--- src/rtl/dw_router_pkg.sv ---
// Shared types for the depthwise row router: scheduler states, register-array
// commands and the registered control bundle driven toward the PE datapath.
package dw_router_pkg;

  localparam int unsigned GRP_W  = 8;
  localparam int unsigned BANK_W = 2;
  localparam int unsigned ROW_W  = 2;

  typedef enum logic [2:0] {
    ST_IDLE    = 3'd0,
    ST_PRELOAD = 3'd1,
    ST_STREAM  = 3'd2,
    ST_ROWADV  = 3'd3,
    ST_DONE    = 3'd4
  } sched_state_e;

  typedef enum logic [1:0] {
    CMD_HOLD      = 2'b00,
    CMD_LOAD_BUF  = 2'b01,
    CMD_SHIFT     = 2'b10,
    CMD_LOAD_FIFO = 2'b11
  } ra_cmd_e;

  typedef struct packed {
    logic    fifo_read;
    logic    dwpe_ena;
    logic    done;
    ra_cmd_e cmd;
  } sched_ctl_t;

  // Modulo-POY bank stepping; last is POY-1.
  function automatic logic [BANK_W-1:0] bank_step(input logic [BANK_W-1:0] b,
                                                  input logic [BANK_W-1:0] last);
    return (b == last) ? BANK_W'(0) : b + BANK_W'(1);
  endfunction

  function automatic logic [BANK_W-1:0] bank_prev(input logic [BANK_W-1:0] b,
                                                  input logic [BANK_W-1:0] last);
    return (b == BANK_W'(0)) ? last : b - BANK_W'(1);
  endfunction

endpackage

--- src/rtl/dw_col_cnt.sv ---
// Loadable column counter: clear, increment with stall hold, saturating at
// the programmed last column and flagging it as terminal count.
module dw_col_cnt #(
  parameter int unsigned COLW = 28
) (
  input  logic            clk,
  input  logic            rst,
  input  logic            clr,
  input  logic            inc,
  input  logic            hold,
  input  logic [COLW-1:0] last,
  output logic [COLW-1:0] cnt,
  output logic [COLW-1:0] cnt_nxt_c,
  output logic            tc_c
);

  logic [COLW-1:0] cnt_q;
  logic [COLW-1:0] cnt_d;

  assign tc_c = (cnt_q == last);

  // Never step past the last column, even if asked to.
  always_comb begin
    cnt_d = cnt_q;
    if (clr) begin
      cnt_d = '0;
    end else if (inc && !hold && !tc_c) begin
      cnt_d = cnt_q + COLW'(1);
    end
  end

  always_ff @(posedge clk or posedge rst) begin
    if (rst) begin
      cnt_q <= '0;
    end else begin
      cnt_q <= cnt_d;
    end
  end

  assign cnt       = cnt_q;
  assign cnt_nxt_c = cnt_d;

endmodule

--- src/rtl/dw_router_sched.sv ---
// Depthwise row-buffer router scheduler: walks columns of each row group,
// sequencing register-array loads, shifts, PE enables and bank rotation.
module dw_router_sched
  import dw_router_pkg::*;
#(
  parameter int unsigned POY    = 3,
  parameter int unsigned KSIZE  = 3,
  parameter int unsigned STRIDE = 1,
  parameter int unsigned COLW   = 28
) (
  input  logic            clk,
  input  logic            rst,
  input  logic            start,
  input  logic            abort,
  input  logic            stall,
  input  logic [COLW-1:0] cfg_w,
  input  logic [7:0]      cfg_grp,
  output logic [1:0]      bank,
  output logic [1:0]      row,
  output logic [COLW-1:0] col,
  output logic [1:0]      rpsel,
  output logic [1:0]      reg_array_cmd,
  output logic            fifo_read,
  output logic            dwpe_ena,
  output logic            busy,
  output logic            done,
  output logic            cfg_err
);

  localparam logic [BANK_W-1:0] BANK_LAST = BANK_W'(POY - 1);
  localparam logic [COLW-1:0]   KSIZE_C   = COLW'(KSIZE);
  localparam logic [COLW-1:0]   PRE_LAST  = COLW'((KSIZE > 1) ? KSIZE - 2 : 0);
  localparam logic              PHASE     = 1'((KSIZE - 1) % 2);
  localparam sched_state_e      FIRST_ST  = (KSIZE > 1) ? ST_PRELOAD : ST_STREAM;

  sched_state_e      state_q, state_d;
  logic [COLW-1:0]   w_q, w_d;
  logic [GRP_W-1:0]  grp_tot_q, grp_tot_d;
  logic [GRP_W-1:0]  grp_idx_q, grp_idx_d;
  logic [BANK_W-1:0] bank_q, bank_d;
  logic [ROW_W-1:0]  row_q, row_d;
  logic [BANK_W-1:0] rpsel_q, rpsel_d;
  sched_ctl_t        ctl_q, ctl_d;
  logic              busy_q, busy_d;
  logic              err_q, err_d;

  logic              abort_c;
  logic              stall_hold_c;
  logic              last_grp_c;
  logic              col_clr_c;
  logic              col_inc_c;
  logic [COLW-1:0]   col_q;
  logic [COLW-1:0]   col_nxt_c;
  logic              col_tc_c;
  logic [COLW-1:0]   w_last_c;

  assign abort_c      = abort && (state_q != ST_IDLE);
  assign stall_hold_c = stall && (state_q != ST_IDLE) && !abort;
  assign last_grp_c   = (grp_idx_q == grp_tot_q - GRP_W'(1));
  assign w_last_c     = w_q - COLW'(1);

  dw_col_cnt #(
    .COLW(COLW)
  ) u_col_cnt (
    .clk       (clk),
    .rst       (rst),
    .clr       (col_clr_c),
    .inc       (col_inc_c),
    .hold      (stall_hold_c),
    .last      (w_last_c),
    .cnt       (col_q),
    .cnt_nxt_c (col_nxt_c),
    .tc_c      (col_tc_c)
  );

  // Next-state: abort wins over stall; stall freezes every counter.
  always_comb begin
    state_d   = state_q;
    w_d       = w_q;
    grp_tot_d = grp_tot_q;
    grp_idx_d = grp_idx_q;
    bank_d    = bank_q;
    row_d     = row_q;
    col_clr_c = 1'b0;
    col_inc_c = 1'b0;
    err_d     = 1'b0;
    if (abort_c) begin
      state_d   = ST_IDLE;
      bank_d    = '0;
      row_d     = '0;
      col_clr_c = 1'b1;
    end else if (!stall_hold_c) begin
      case (state_q)
        ST_IDLE: begin
          if (start) begin
            if ((cfg_w >= KSIZE_C) && (cfg_grp != '0)) begin
              w_d       = cfg_w;
              grp_tot_d = cfg_grp;
              grp_idx_d = '0;
              state_d   = FIRST_ST;
            end else begin
              err_d = 1'b1;
            end
          end
        end
        ST_PRELOAD: begin
          col_inc_c = 1'b1;
          if (col_q == PRE_LAST) begin
            state_d = ST_STREAM;
          end
        end
        ST_STREAM: begin
          if (col_tc_c) begin
            state_d = last_grp_c ? ST_DONE : ST_ROWADV;
          end else begin
            col_inc_c = 1'b1;
          end
        end
        ST_ROWADV: begin
          bank_d    = bank_step(bank_q, BANK_LAST);
          row_d     = row_q + ROW_W'(1);
          grp_idx_d = grp_idx_q + GRP_W'(1);
          col_clr_c = 1'b1;
          state_d   = FIRST_ST;
        end
        ST_DONE: begin
          state_d   = ST_IDLE;
          bank_d    = '0;
          row_d     = '0;
          col_clr_c = 1'b1;
        end
        default: begin
          state_d = ST_IDLE;
        end
      endcase
    end
  end

  // Output decode for the upcoming cycle; a stalled cycle is a pure bubble.
  always_comb begin
    ctl_d.fifo_read = 1'b0;
    ctl_d.dwpe_ena  = 1'b0;
    ctl_d.done      = 1'b0;
    ctl_d.cmd       = CMD_HOLD;
    busy_d          = (state_d != ST_IDLE);
    rpsel_d         = bank_prev(bank_d, BANK_LAST);
    if (!stall_hold_c) begin
      case (state_d)
        ST_PRELOAD: ctl_d.cmd = (grp_idx_d == '0) ? CMD_LOAD_BUF : CMD_LOAD_FIFO;
        ST_STREAM: begin
          ctl_d.cmd      = CMD_SHIFT;
          ctl_d.dwpe_ena = (STRIDE == 1) || (col_nxt_c[0] == PHASE);
        end
        ST_ROWADV:  ctl_d.fifo_read = 1'b1;
        ST_DONE:    ctl_d.done      = 1'b1;
        default:    ctl_d.cmd       = CMD_HOLD;
      endcase
    end
  end

  always_ff @(posedge clk or posedge rst) begin
    if (rst) begin
      state_q   <= ST_IDLE;
      w_q       <= '0;
      grp_tot_q <= '0;
      grp_idx_q <= '0;
      bank_q    <= '0;
      row_q     <= '0;
      rpsel_q   <= BANK_LAST;
      ctl_q     <= '{fifo_read: 1'b0, dwpe_ena: 1'b0, done: 1'b0, cmd: CMD_HOLD};
      busy_q    <= 1'b0;
      err_q     <= 1'b0;
    end else begin
      state_q   <= state_d;
      w_q       <= w_d;
      grp_tot_q <= grp_tot_d;
      grp_idx_q <= grp_idx_d;
      bank_q    <= bank_d;
      row_q     <= row_d;
      rpsel_q   <= rpsel_d;
      ctl_q     <= ctl_d;
      busy_q    <= busy_d;
      err_q     <= err_d;
    end
  end

  assign bank          = bank_q;
  assign row           = row_q;
  assign col           = col_q;
  assign rpsel         = rpsel_q;
  assign reg_array_cmd = ctl_q.cmd;
  assign fifo_read     = ctl_q.fifo_read;
  assign dwpe_ena      = ctl_q.dwpe_ena;
  assign busy          = busy_q;
  assign done          = ctl_q.done;
  assign cfg_err       = err_q;

endmodule

--- config.mk ---
export PLATFORM = sky130hd
export DESIGN_NAME = dw_router_sched
export DESIGN_NICKNAME = d
export VERILOG_FILES = /design/src/rtl/dw_router_pkg.sv /design/src/rtl/dw_col_cnt.sv /design/src/rtl/dw_router_sched.sv
export SDC_FILE = /design/constraint.sdc
export NUM_CORES = 1
export LEC_CHECK = 0
export CELL_PAD_IN_SITES_DETAIL_PLACEMENT = 0
export CELL_PAD_IN_SITES_GLOBAL_PLACEMENT = 1
export CORE_UTILIZATION = 45
export DETAILED_ROUTE_END_ITERATION = 10
export GPL_TIMING_DRIVEN = 0
export PLACE_DENSITY_LB_ADDON = 0.1
export SETUP_SLACK_MARGIN = 0.4
export SYNTH_ARGS = -nofsm -noshare
export SYNTH_HDL_FRONTEND = slang
export SYNTH_SLANG_ARGS = --single-unit
export TNS_END_PERCENT = 1
--- constraint.sdc ---
create_clock -name clk -period 4.82 [get_ports clk]
set_input_delay 0.723 -clock clk [delete_from_list [all_inputs] [get_ports clk]]
set_output_delay 0.723 -clock clk [all_outputs]
set_load 0.01 [all_outputs]
# Word level (Yosys, flattened, before mapping)
# Index checks and enable logic that the tools add are counted.
# totals
regBits	88
elab_cells	98
# op_classes
addsub	7
order_cmp	1
n_eq_ne	13
mux	41
n_bitwise	2
reduce_logical	20
# op_table
operator	count
2-to-1 mux 28 bit	2
2-to-1 mux 8 bit	4
adder 28 x 1 -> 28 bit (second input constant)	1
== test 28 x 1 -> 1 bit (second input constant)	1
== test 28 bit	1
>= comparator 28 x 2 -> 1 bit (second input constant)	1
subtractor 28 x 1 -> 28 bit (second input constant)	1
2-to-1 mux 3 bit	7
one-hot mux 8 bit (2 select lines)	1
2-to-1 mux 1 bit	14
2-to-1 mux 2 bit	7
== test 3 x 2 -> 1 bit (second input constant)	4
one-hot mux 2 bit (2 select lines)	3
one-hot mux 3 bit (4 select lines)	1
nonzero test 3 bit	3
adder 8 x 1 -> 8 bit (second input constant)	1
== test 8 bit	1
zero test 8 bit	1
nonzero test 8 bit	1
subtractor 8 x 1 -> 8 bit (second input constant)	1
== test 3 x 1 -> 1 bit (second input constant)	2
== test 3 bit (second input constant)	2
logical AND 1 bit	6
2-to-1 mux 5 bit	1
other kinds (13)	17

# Depth between registers and ports, before layout
# logic_depth
word_depth	11
ltp_mapped	12

# Hierarchy
# A second synthesis with hierarchy kept.
# unflattened
hier_cells	547
area_unflattened_um2	5342.6
# by_module_without_submodules
mod	instances	cells_per_inst	seq_area_each_um2	area_each_um2
dw_router_sched	1	342	1502.7	3475.8
dw_col_cnt	1	205	700.7	1866.8

# Worst setup path after synthesis
# OpenSTA, ideal clock, no wires.
# synth_timing
path_kind	reg2reg
start	register w_q[3]
end	register u_col_cnt.cnt_q[26] (netlist: u_col_cnt.cnt[26])
arrival_ps	3111
slack_ps	1645
stages_incl_launch_ff	12
period_less_slack_ps	3175
path_cell_list	dfrtp_1 > clkbuf_1 > or3_1 > or4_1 > xnor2_1 > a2111oi_0 > nand4_1 > or4_4 > and4_4 > buf_6 > a211oi_2 > a31o_2
# synth_via
elab_chain_cells	9
elab_cells_between_ends	10
# synth_rtl
item	line	rtl
start: declaration	dw_router_sched.sv:37	logic [COLW-1:0] w_q, w_d;
start signal: assignment	dw_router_sched.sv:175	w_q <= w_d;
subtractor 28 x 1 -> 28 bit *	dw_router_sched.sv:60	assign w_last_c = w_q - COLW'(1);
== test 28 bit *	dw_col_cnt.sv:20	assign tc_c = (cnt_q == last);
2-to-1 mux 1 bit	dw_router_sched.sv:113	if (col_tc_c) begin
one-hot mux 1 bit (2 select lines)	dw_router_sched.sv:93	case (state_q)
2-to-1 mux 1 bit	dw_router_sched.sv:92	end else if (!stall_hold_c) begin
2-to-1 mux 1 bit	dw_router_sched.sv:87	if (abort_c) begin
logical AND 1 bit	dw_col_cnt.sv:27	end else if (inc && !hold && !tc_c) begin
logical AND 1 bit *	dw_col_cnt.sv:27	
nonzero test 2 bit (no line) *	--	
end signal: assignment	dw_col_cnt.sv:36	cnt_q <= cnt_d;
end: declaration	dw_col_cnt.sv:17	logic [COLW-1:0] cnt_q;
# Every way passes the cells marked *; elsewhere a longest branch is shown, timed or not.
# A chain may end at the register's enable or synchronous reset.

# Worst setup path after layout
# layout_timing
start	register w_q[3]
end	register busy_q (netlist: busy)
# layout_via
elab_chain_cells	7
# layout_rtl
item	line	rtl
subtractor 28 x 1 -> 28 bit	dw_router_sched.sv:60	
== test 28 bit	dw_col_cnt.sv:20	
2-to-1 mux 3 bit	dw_router_sched.sv:113	
one-hot mux 3 bit (4 select lines)	dw_router_sched.sv:93	
2-to-1 mux 3 bit	dw_router_sched.sv:92	
2-to-1 mux 3 bit	dw_router_sched.sv:87	
nonzero test 3 bit	dw_router_sched.sv:145	busy_d = (state_d != ST_IDLE);
via busy_d	dw_router_sched.sv:44	logic busy_q, busy_d;
end signal: assignment	dw_router_sched.sv:182	busy_q <= busy_d;
end: declaration	dw_router_sched.sv:44	
# The timed path passes the listed nets, and every way through them passes these cells.

==> impl_metrics.csv <==
group,metric,value,unit
grt,grt_pass1_wl,24400,um
grt,grt_pass1_vias,4783,
clock_tree,root_buffer,"clkbuf_16",
grt,antenna_found_initial,0,
critical_path,cp_top_family,"compound AO/OA/AOI/OAI gates",
timing,tns,0,ns
critical_path,arrival,4.13,ns
finish,syn2layout_area_growth,23.8,%
min_path,min_path_type,"reg -> reg",
finish,fillCellCount,1103,
floorplan,start_util,46.1,%
synth,yosysWarnings,0,
flow_run,maxCapViolCount,0,
drt,drt_pass1_iterations,5,
clock_tree,postCtsResizedCells,0,
critical_path,cp-start-kind,"register",
critical_path,cp.required,5.02,ns
floorplan,rows,40,
synth,synthArstFlopShare,100,%
timing,fmax,254,MHz
timing,slew_violations,0,
pwr,p_leak,2.72,nW
drt,antenna_left,0,
timing,grt_setup_unrepaired,"false",
place,gp_congestion,0.825,
finish,nNetsFinal,733,
drt,via_count,4872,
finish,stdcell_area,6820,um^2
grt,track_usage,24.6,%
timing,worst_pin_slew,1.21,ns
synth,synthCells,593,
clock_tree,htree_levels,3,
timing,hold_viol_final,0,
floorplan,io_pins,82,
drt,routed_via_density,5.81,
synth,synth-edff-count,0,
critical_path,path_cells,"clkbuf_1 > nor3_1 > and4_1 > clkbuf_1 > o211ai_1 > a2111oi_0 > nand4_1 > nor4_1 > buf_2 > a21boi_0 > o221ai_1 > o211ai_1",
finish,drive_above_1_share,10.4,%
pwr,ir_worst_vdd,307,uV
finish,diodes,0,
timing,slew_headroom,16.9,%
synth,synth_seq_cells,88,
critical_path,worstPathMaxFanout,10,
synth,synth.yosys.seq_area_share,40.0,%
synth,synth_cell_types,66,
place,dpl-instance-area,6540,um^2
pwr,totalPowerFinal,3.31,mW
critical_path,cp_num_buf_inv,3,
pwr,cellPowerDensity,485,nW/um^2
finish,final_util,57.1,%
clock_tree,path_clk_slew,0.06,ns
timing,finalSetupViolCount,0,
synth,yosys_most_used_dff,"dfrtp_1",
floorplan,fp.coreArea,12000,um^2
clock_tree,tritoncts,"built",
critical_path,cpPeakStageDelay,0.54,ns
run_status,status,"finished clean",
clock_tree,clock-sinks,88,
timing,fin_crit,3.93,ns
floorplan,die_y,113,um
drt,routed_wl,14700,um
clock_tree,cts_setup_buffers,0,
critical_path,slowest_stage,"a2111oi_0",
drt,wl_per_cell,17.5,um
drt,drt_iter0_markers,232,
clock_tree,cts_inserted_buffers,9,
clock_tree,clock_latency,0.35,ns
clock_tree,cts_buffer_depth,2,
timing,whs,0.531,ns
critical_path,path_class,"reg -> reg",
grt,grt_overflow,0,
clock_tree,cts_hold_buf,0,
timing,fin_skew,0.00578,ns
grt,grt_max_degree,64,
floorplan,dieArea,12700,um^2
drt,drc,0,
critical_path,end_kind,"register",
synth,syn_avg_cell_area,9.30,um^2
timing,period_share,81.6,%
place,numPortBuffers,81,
floorplan,die_x,113,um
synth,synth.net_count,640,
place,dp_hpwl,11100,um
synth,synth_area,5510,um^2
[per-stage QoR]
| step | cells | setup WS [ns] |
|---|---|---|
| finish | 838 | 0.888 |
| global route | 838 | 0.525 |
| CTS | 838 | 0.993 |
| detailed placement | 822 | 1.03 |
| global placement | 821 | 0.408 |
| floorplan | 593 | 1.65 |
[cell type report]
type	count	area (um^2)	share of cell area [%]
timing repair buffer	82	838	12.3
tap	147	184	2.70
inverter	16	62.6	0.917
multi-input combinational	457	3110	45.5
buffer	32	141	2.07
clock buffer	14	274	4.02
sequential	88	2200	32.3
clock inverter	2	12.5	0.183
[synth_stat cells (23+ instances only)]
library cell | count | area (um^2)
o21ai_0 | 31 | 155
a21oi_1 | 23 | 115
clkbuf_1 | 23 | 86.3
dfrtp_1 | 87 | 2180
nor3_1 | 23 | 115
nor2_1 | 37 | 139
mux2_2 | 36 | 405
nor4_1 | 23 | 144
xor2_1 | 23 | 201
xnor2_1 | 30 | 263
nand3_1 | 30 | 150
nand2_1 | 39 | 146
[per-layer routing]
metal	vias up	track usage, %	wire, um
met5	-	0	0
met4	0	10.3	337
met3	23	3.29	439
met2	96	42.8	7340
met1	2377	30.8	6590
li1	2376	-	-
[flip-flops by register name, summed over array words and instances, names as in the netlist]
signal	flops
done	1
grp_idx_q	8
fifo_read	1
u_col_cnt.cnt	28
rpsel	2
row	2
dwpe_ena	1
bank	2
grp_tot_q	8
state_q	3
busy	1
reg_array_cmd	2
w_q	28
cfg_err	1
[layout by cell type, fill, tap and decap left out, types with 3 or more instances in the layout]
master           synthesis  layout
a211oi_1                 3       3
a21o_1                   7       7
a21oi_1                 23      23
a31oi_1                  3       3
and2_1                   5       5
and3_1                  11      11
and4_1                   5       5
buf_2                    4       4
clkbuf_1                23      25
clkbuf_16                0       9
clkbuf_8                 0       3
clkdlybuf4s50_1          0      81
dfrtp_1                 87      87
ha_1                     6       6
inv_1                   16      15
mux2_2                  36      36
mux2i_1                  5       5
nand2_1                 39      39
nand2b_1                 8       8
nand3_1                 30      30
nand3b_1                 5       5
nand4_1                 16      16
nor2_1                  37      37
nor2b_1                  3       3
nor3_1                  23      23
nor3b_1                  6       6
nor4_1                  23      23
o211ai_1                 4       4
o21ai_0                 31      31
o31ai_1                  6       6
or3_1                   15      15
or4_1                   10      10
xnor2_1                 30      30
xor2_1                  23      23
[cells by family after synthesis]
| kind of cell | share of synthesized area, % |
|---|---|
| buffers and inverters | 3.65 |
| muxes | 8.26 |
| AOI/OAI and AO/OA | 12.6 |
| DFF | 40.0 |
| adders and majority gates | 1.36 |
| and+or+nand+nor | 25.4 |
| xor gates and xnor gates | 8.83 |
[worst register-to-register path, cell delays in order, from the launching register on]
cell and delay [ns]:
dfrtp_1 0.35, clkbuf_1 0.21, nor3_1 0.45, and4_1 0.26, clkbuf_1 0.32, o211ai_1 0.16, a2111oi_0 0.54, nand4_1 0.19
nor4_1 0.33, buf_2 0.30, a21boi_0 0.15, o221ai_1 0.38, o211ai_1 0.16
[path summary, 6_finish.rpt]
kind	from	endpoint	slack [ns]	cells after the start
min reg2reg	row[0]	row[0]	0.53	1
max	w_q[3]	busy	0.89	12
max reg2reg	w_q[3]	busy	0.89	12
max in group asynchronous	rst	u_col_cnt.cnt[17]	3.49	3
min	row[0]	row[0]	0.53	1
min in group asynchronous	rst	cfg_err	0.70	2
[power breakdown]
part	total (mW)	switching [mW]	internal, mW
registers	1.21	0.257	0.952
logic	1.43	0.754	0.672
clock network	0.678	0.286	0.391
total	3.31	1.30	2.01
No activity file was read; power rests on OpenSTA's default activity.
